File: config.mk
export PLATFORM = sky130hd
export DESIGN_NAME = serial_rca
export DESIGN_NICKNAME = d
export VERILOG_FILES = /design/src/rtl/serial_rca.sv
export SDC_FILE = /design/constraint.sdc
export NUM_CORES = 1
export LEC_CHECK = 0
export BUFFER_PORTS_ARGS = -buffer_cell sky130_fd_sc_hd__buf_2
export CORE_ASPECT_RATIO = 1.5
export CORE_MARGIN = 2
export CORE_UTILIZATION = 29
export DETAILED_ROUTE_END_ITERATION = 10
export RECOVER_POWER = 100
export SLEW_MARGIN = 10
export SYNTH_ARGS = -nofsm -noshare
export SYNTH_HDL_FRONTEND = slang
export SYNTH_SLANG_ARGS = --single-unit
export TNS_END_PERCENT = 50
File: constraint.sdc
create_clock -name clk -period 2.6 [get_ports clk]
set_clock_uncertainty 0.05 [all_clocks]
set_input_delay 0.26 -clock clk [delete_from_list [all_inputs] [get_ports clk]]
set_output_delay 0.26 -clock clk [all_outputs]
set_load 0.03 [all_outputs]
File: src/rtl/serial_rca.sv
// -----------------------------------------------------------------------------
// serial_rca -- digit-serial ripple-carry adder
//
// Adds two WIDTH-bit operands DIGIT bits per clock through one narrow adder
// slice. The carry between digits is held in a register. A start/busy/done
// handshake sequences the operation. The result is bit-identical to a
// combinational WIDTH-bit ripple-carry adder:
//   s = (a + b + c_in) mod 2^WIDTH, c_out = bit WIDTH of that sum.
//
// Parameters
//   WIDTH  operand/sum width; must be an integer multiple of DIGIT
//   DIGIT  bits added per clock, 1 <= DIGIT <= WIDTH
//   N = WIDTH/DIGIT digits per operation; latency start -> done is N cycles
//
// Ports
//   clk    in   system clock, rising edge
//   rst_n  in   asynchronous active-low reset
//   start  in   request, sampled only while idle (also in the done cycle)
//   a, b   in   operands, captured on the accepting edge
//   c_in   in   carry into bit 0, captured on the accepting edge
//   sub    in   subtract mode (only when SERIAL_RCA_SUB_EN is defined)
//   busy   out  operation in progress
//   done   out  one-cycle pulse when s/c_out update
//   s      out  sum, held between operations
//   c_out  out  carry out of bit WIDTH-1, held between operations
//
// Build option
//   SERIAL_RCA_SUB_EN : adds the 'sub' port. With sub=1 at capture, B is
//   inverted and the carry-in is forced to 1, so s = (a - b) mod 2^WIDTH
//   and c_out=1 means "no borrow"; c_in is ignored in that case.
// -----------------------------------------------------------------------------
module serial_rca #(
  parameter int WIDTH = 8,
  parameter int DIGIT = 4
) (
  input  logic             clk,
  input  logic             rst_n,
  input  logic             start,
  input  logic [WIDTH-1:0] a,
  input  logic [WIDTH-1:0] b,
  input  logic             c_in,
`ifdef SERIAL_RCA_SUB_EN
  input  logic             sub,
`endif
  output logic             busy,
  output logic             done,
  output logic [WIDTH-1:0] s,
  output logic             c_out
);

  localparam int N  = WIDTH / DIGIT;
  // Counter is at least one bit even when a single digit covers the operand.
  localparam int CW = (N > 1) ? $clog2(N) : 1;
  localparam logic [CW-1:0] LAST_DIGIT = CW'(N - 1);

  localparam logic [0:0] ST_IDLE = 1'b0;
  localparam logic [0:0] ST_RUN  = 1'b1;

  // State registers
  logic [0:0]       r_state;
  logic [WIDTH-1:0] r_a;
  logic [WIDTH-1:0] r_b;
  logic [WIDTH-1:0] r_sum;
  logic             r_carry;
  logic [CW-1:0]    r_cnt;
  logic             r_busy;
  logic             r_done;
  logic [WIDTH-1:0] r_s;
  logic             r_c_out;

  // Next-state values
  logic [0:0]       w_state_nxt;
  logic [WIDTH-1:0] w_a_nxt;
  logic [WIDTH-1:0] w_b_nxt;
  logic [WIDTH-1:0] w_sum_nxt;
  logic             w_carry_nxt;
  logic [CW-1:0]    w_cnt_nxt;
  logic             w_busy_nxt;
  logic             w_done_nxt;
  logic [WIDTH-1:0] w_s_nxt;
  logic             w_c_out_nxt;

  // Datapath helpers
  logic [DIGIT:0]   w_digit;
  logic [WIDTH-1:0] w_a_shr;
  logic [WIDTH-1:0] w_b_shr;
  logic [WIDTH-1:0] w_sum_shr;
  logic [WIDTH-1:0] w_b_cap;
  logic             w_cin_cap;

  // Operand B and carry-in as they are captured on an accepted start.
`ifdef SERIAL_RCA_SUB_EN
  // Two's-complement subtract: a + ~b + 1.
  assign w_b_cap   = sub ? ~b : b;
  assign w_cin_cap = sub ? 1'b1 : c_in;
`else
  assign w_b_cap   = b;
  assign w_cin_cap = c_in;
`endif

  // The single shared DIGIT-bit adder slice; bit DIGIT is the digit carry-out.
  assign w_digit = {1'b0, r_a[DIGIT-1:0]} + {1'b0, r_b[DIGIT-1:0]}
                 + (DIGIT+1)'(r_carry);

  // Shift paths. With one digit per operand there is nothing left to shift,
  // and the part-selects below would be reversed, so that case is separate.
  if (DIGIT == WIDTH) begin : g_single_digit
    assign w_a_shr   = '0;
    assign w_b_shr   = '0;
    assign w_sum_shr = w_digit[DIGIT-1:0];
  end else begin : g_multi_digit
    assign w_a_shr   = {{DIGIT{1'b0}}, r_a[WIDTH-1:DIGIT]};
    assign w_b_shr   = {{DIGIT{1'b0}}, r_b[WIDTH-1:DIGIT]};
    // New digit enters at the top; after N digits digit 0 sits at the bottom.
    assign w_sum_shr = {w_digit[DIGIT-1:0], r_sum[WIDTH-1:DIGIT]};
  end

  // FSM and datapath next-state logic.
  always_comb begin
    w_state_nxt = r_state;
    w_a_nxt     = r_a;
    w_b_nxt     = r_b;
    w_sum_nxt   = r_sum;
    w_carry_nxt = r_carry;
    w_cnt_nxt   = r_cnt;
    w_busy_nxt  = r_busy;
    w_done_nxt  = 1'b0;
    w_s_nxt     = r_s;
    w_c_out_nxt = r_c_out;

    case (r_state)
      ST_IDLE: begin
        if (start) begin
          w_state_nxt = ST_RUN;
          w_a_nxt     = a;
          w_b_nxt     = w_b_cap;
          w_carry_nxt = w_cin_cap;
          w_sum_nxt   = '0;
          w_cnt_nxt   = '0;
          w_busy_nxt  = 1'b1;
        end else begin
          w_busy_nxt  = 1'b0;
        end
      end

      ST_RUN: begin
        // start is deliberately not looked at here: the operation in
        // flight cannot be disturbed or restarted.
        w_a_nxt     = w_a_shr;
        w_b_nxt     = w_b_shr;
        w_sum_nxt   = w_sum_shr;
        w_carry_nxt = w_digit[DIGIT];
        if (r_cnt == LAST_DIGIT) begin
          // Only here do the visible outputs change.
          w_state_nxt = ST_IDLE;
          w_busy_nxt  = 1'b0;
          w_done_nxt  = 1'b1;
          w_s_nxt     = w_sum_shr;
          w_c_out_nxt = w_digit[DIGIT];
          w_cnt_nxt   = '0;
        end else begin
          w_cnt_nxt   = r_cnt + CW'(1);
        end
      end

      default: begin
        w_state_nxt = ST_IDLE;
        w_busy_nxt  = 1'b0;
        w_cnt_nxt   = '0;
      end
    endcase
  end

  // State register bank with asynchronous clear; a reset mid-operation
  // discards the partial result.
  always_ff @(posedge clk or negedge rst_n) begin
    if (!rst_n) begin
      r_state <= ST_IDLE;
      r_a     <= '0;
      r_b     <= '0;
      r_sum   <= '0;
      r_carry <= 1'b0;
      r_cnt   <= '0;
      r_busy  <= 1'b0;
      r_done  <= 1'b0;
      r_s     <= '0;
      r_c_out <= 1'b0;
    end else begin
      r_state <= w_state_nxt;
      r_a     <= w_a_nxt;
      r_b     <= w_b_nxt;
      r_sum   <= w_sum_nxt;
      r_carry <= w_carry_nxt;
      r_cnt   <= w_cnt_nxt;
      r_busy  <= w_busy_nxt;
      r_done  <= w_done_nxt;
      r_s     <= w_s_nxt;
      r_c_out <= w_c_out_nxt;
    end
  end

  assign busy  = r_busy;
  assign done  = r_done;
  assign s     = r_s;
  assign c_out = r_c_out;

endmodule
==> out/qor.yml <==
area_growth_pct: 17.7
ir_drop_uv: 555
drive_gt1_share_pct: 19.5
vias: 991
grt_pass1_vias: 1033
nets: 183
drt-total-wl_mm: 2.78
die_h_microns: 93.3
finalHoldViolations: 0
cts_setup_buffers: 0
synthCells: 127
synth_area_sq_mm: 0.00154
ios: 31
relSlewSlack_pct: -20.8
insertion_delay_ps: 290
postPlaceCellArea_sq_mm: 0.00174
hp-class: "input port to flip-flop"
rsz0062_at_grt: "false"
p_per_area_mw_per_mm2: 1170
slew_viol_final: 35
synth_seq_cells: 34
cp.arrival_ps: 2010
antenna_found_initial: 0
synth_top_area_share_pct: 55.2
path_clk_slew_ps: 70
cts_buffers: 5
final_cells: 227
final_cell_area_sq_mm: 0.00181
dp_cells: 219
clk_path_buf_depth: 2
failed_checks: "max-capacitance violations, max-slew violations"
htree_levels: 2
cts_root_buf: "clkbuf_8"
dp_hpwl_mm: 1.95
end_kind: "flip-flop"
fin_ws_ps: 699
avgRoutedWirePerCell_microns: 12.2
grt.overflow.total: 0
yosysUniqueCellTypes: 29
die_w_microns: 63.5
dieArea_sq_mm: 0.00592
synth_area_leaders: "dfrtp_1, mux2i_1, o21ai_0"
worstSetupStartpointType: "flip-flop"
yosys_warnings: 0
path_max_fanout: 2
status: "complete, but fails checks"
pre_cts_slack_ps: 696
utilization_pct: 35.4
grt_pass1_wl_mm: 4.86
cts_tree: "built"
fmax_mhz: 526
detail-route-antenna-nets: 0
dr.pass1.iters: 4
fill_cells: 565
cap_violations: 1
n_antenna_cell: 0
drt_iter0_markers: 10
synth_top_area_cell: "dfrtp_1"
initial_utilization_pct: 30.1
period_minus_slack_ps: 1900
fin_crit_sh_pct: 73.1
core_area_sq_mm: 0.00512
ctsResizeCount: 0
synth_nets: 152
track_usage_pct: 10.6
port_buffers: 30
critical_path_class: "flip-flop to flip-flop"
cts_sinks: 34
grt_max_degree: 39
finalSetupViolCount: 0
ys_seq_area_share_pct: 55.2
leakagePower_nw: 0.890
drcViolationCount: 0
routabilityCongestion: 0.672
fp-row-count: 32
vias_per_cell: 4.37
critPathRequiredTime_ps: 2710
hold_buffers: 0
fin_tns_setup_ps: 0
worstMarginPinSlew_ps: 1810
syn_area_per_cell_sq_um: 12.1
## state kept, by name (all words and copies together) (netlist names), 4 cells and up
| name | cells |
|---|---|
| s | 8 |
| r_sum | 4 |
| r_a | 8 |
| r_b | 8 |
## cells in the mapped netlist
cell type and instances:
nand2_2 1, nor4bb_1 2, inv_1 2, and2b_1 1
nand3_1 2, nor2_1 10, nand4b_1 1, and4b_1 1
xor2_1 1, buf_2 4, buf_4 3, mux2_2 4
ha_1 3, dfrtp_1 34, mux2_1 3, or3_1 1
a22o_1 3, and3b_1 1, or4b_1 1, a221oi_1 1
nand2_1 11, a21oi_1 3, o21ai_0 10, nand4bb_1 1
a21o_1 2, fa_1 2, mux2i_1 16, a211oi_1 2
nor2b_1 1
## layer usage
metal	track usage, %	vias up	wire length [microns]
met5	0	-	0
met2	16.8	29	1330
li1	-	510	-
met3	4.09	4	173
met1	12.8	448	1240
met4	4.35	0	32
## cells in the final DEF (no fill, tap or decap), drive strengths merged
master / netlist / layout
a211oi: 2 / 2
a21o: 2 / 2
a21oi: 3 / 3
a221oi: 1 / 1
a22o: 3 / 3
and2b: 1 / 1
and3b: 1 / 1
and4b: 1 / 1
buf: 7 / 19
clkbuf: 0 / 17
clkinv: 0 / 2
clkinvlp: 0 / 1
dfrtp: 34 / 34
fa: 2 / 2
ha: 3 / 3
inv: 2 / 2
mux2: 7 / 7
mux2i: 16 / 16
nand2: 12 / 12
nand3: 2 / 2
nand4b: 1 / 1
nand4bb: 1 / 1
nor2: 10 / 10
nor2b: 1 / 1
nor4bb: 2 / 2
o21ai: 10 / 10
or3: 1 / 1
or4b: 1 / 1
xor2: 1 / 1
## per-stage QoR
| step | hold WS [ps] | total power [mW] |
|---|---|---|
| after floorplan | -85.6 | 1.57 |
| after global placement | 324 | 1.77 |
| after detailed placement | 327 | 1.80 |
| after CTS | 3.40 | 2.19 |
| after global routing | 163 | 2.31 |
| final | 159 | 2.12 |
## critical path, stage by stage (launching register included)
cell and delay (ps):
dfrtp_1 400, fa_1 460, fa_1 420, a21o_1 190, a21oi_1 160, o21ai_0 90
## kinds of logic (layout without fill, tap and decap cells)
group	after synthesis	after routing	share of synthesized area, %
flip-flops	34	34	55.2
AND/OR/NAND/NOR	34	34	11.9
multiplexers	23	23	15.5
AO/OA/AOI/OAI	21	21	8.45
buffers and inverters	9	41	3.25
adder cells (fa/ha/maj)	5	5	5.04
XOR/XNOR	1	1	0.569
## path summary, 6_finish.rpt
path	to	cells after the start	slack (ps)	from
setup / recovery	c_out$_DFFE_PN0P_	5	700	r_a[0]$_DFFE_PN0P_
max in group asynchronous	r_state$_DFF_PN0_	1	1050	rst_n
hold reg to reg	busy$_DFFE_PN0N_	2	440	busy$_DFFE_PN0N_
hold / removal	r_a[6]$_DFFE_PN0P_	3	160	a[6]
setup reg to reg	c_out$_DFFE_PN0P_	5	700	r_a[0]$_DFFE_PN0P_
min in group asynchronous	r_a[5]$_DFFE_PN0P_	1	400	rst_n
## area by class of cell
| class | instances | area, sq um | area share (%) |
|---|---|---|---|
| Clock buffer | 5 | 68.8 | 3.80 |
| Clock inverter | 3 | 21.3 | 1.17 |
| Inverter | 2 | 7.51 | 0.414 |
| Multi-Input combinational cell | 84 | 637 | 35.1 |
| Sequential cell | 34 | 851 | 46.9 |
| Tap cell | 68 | 85.1 | 4.69 |
| Timing Repair Buffer | 31 | 143 | 7.87 |
## report_power, final
| group | internal (mW) | switching (mW) | leakage (nW) | total (mW) |
|---|---|---|---|---|
| Combinational | 0.351 | 0.527 | 0.408 | 0.877 |
| Clock | 0.188 | 0.195 | 0.0441 | 0.383 |
| Sequential | 0.741 | 0.122 | 0.438 | 0.863 |
| Total | 1.28 | 0.844 | 0.890 | 2.12 |
Note: power is estimated with default switching activity, not from simulation.
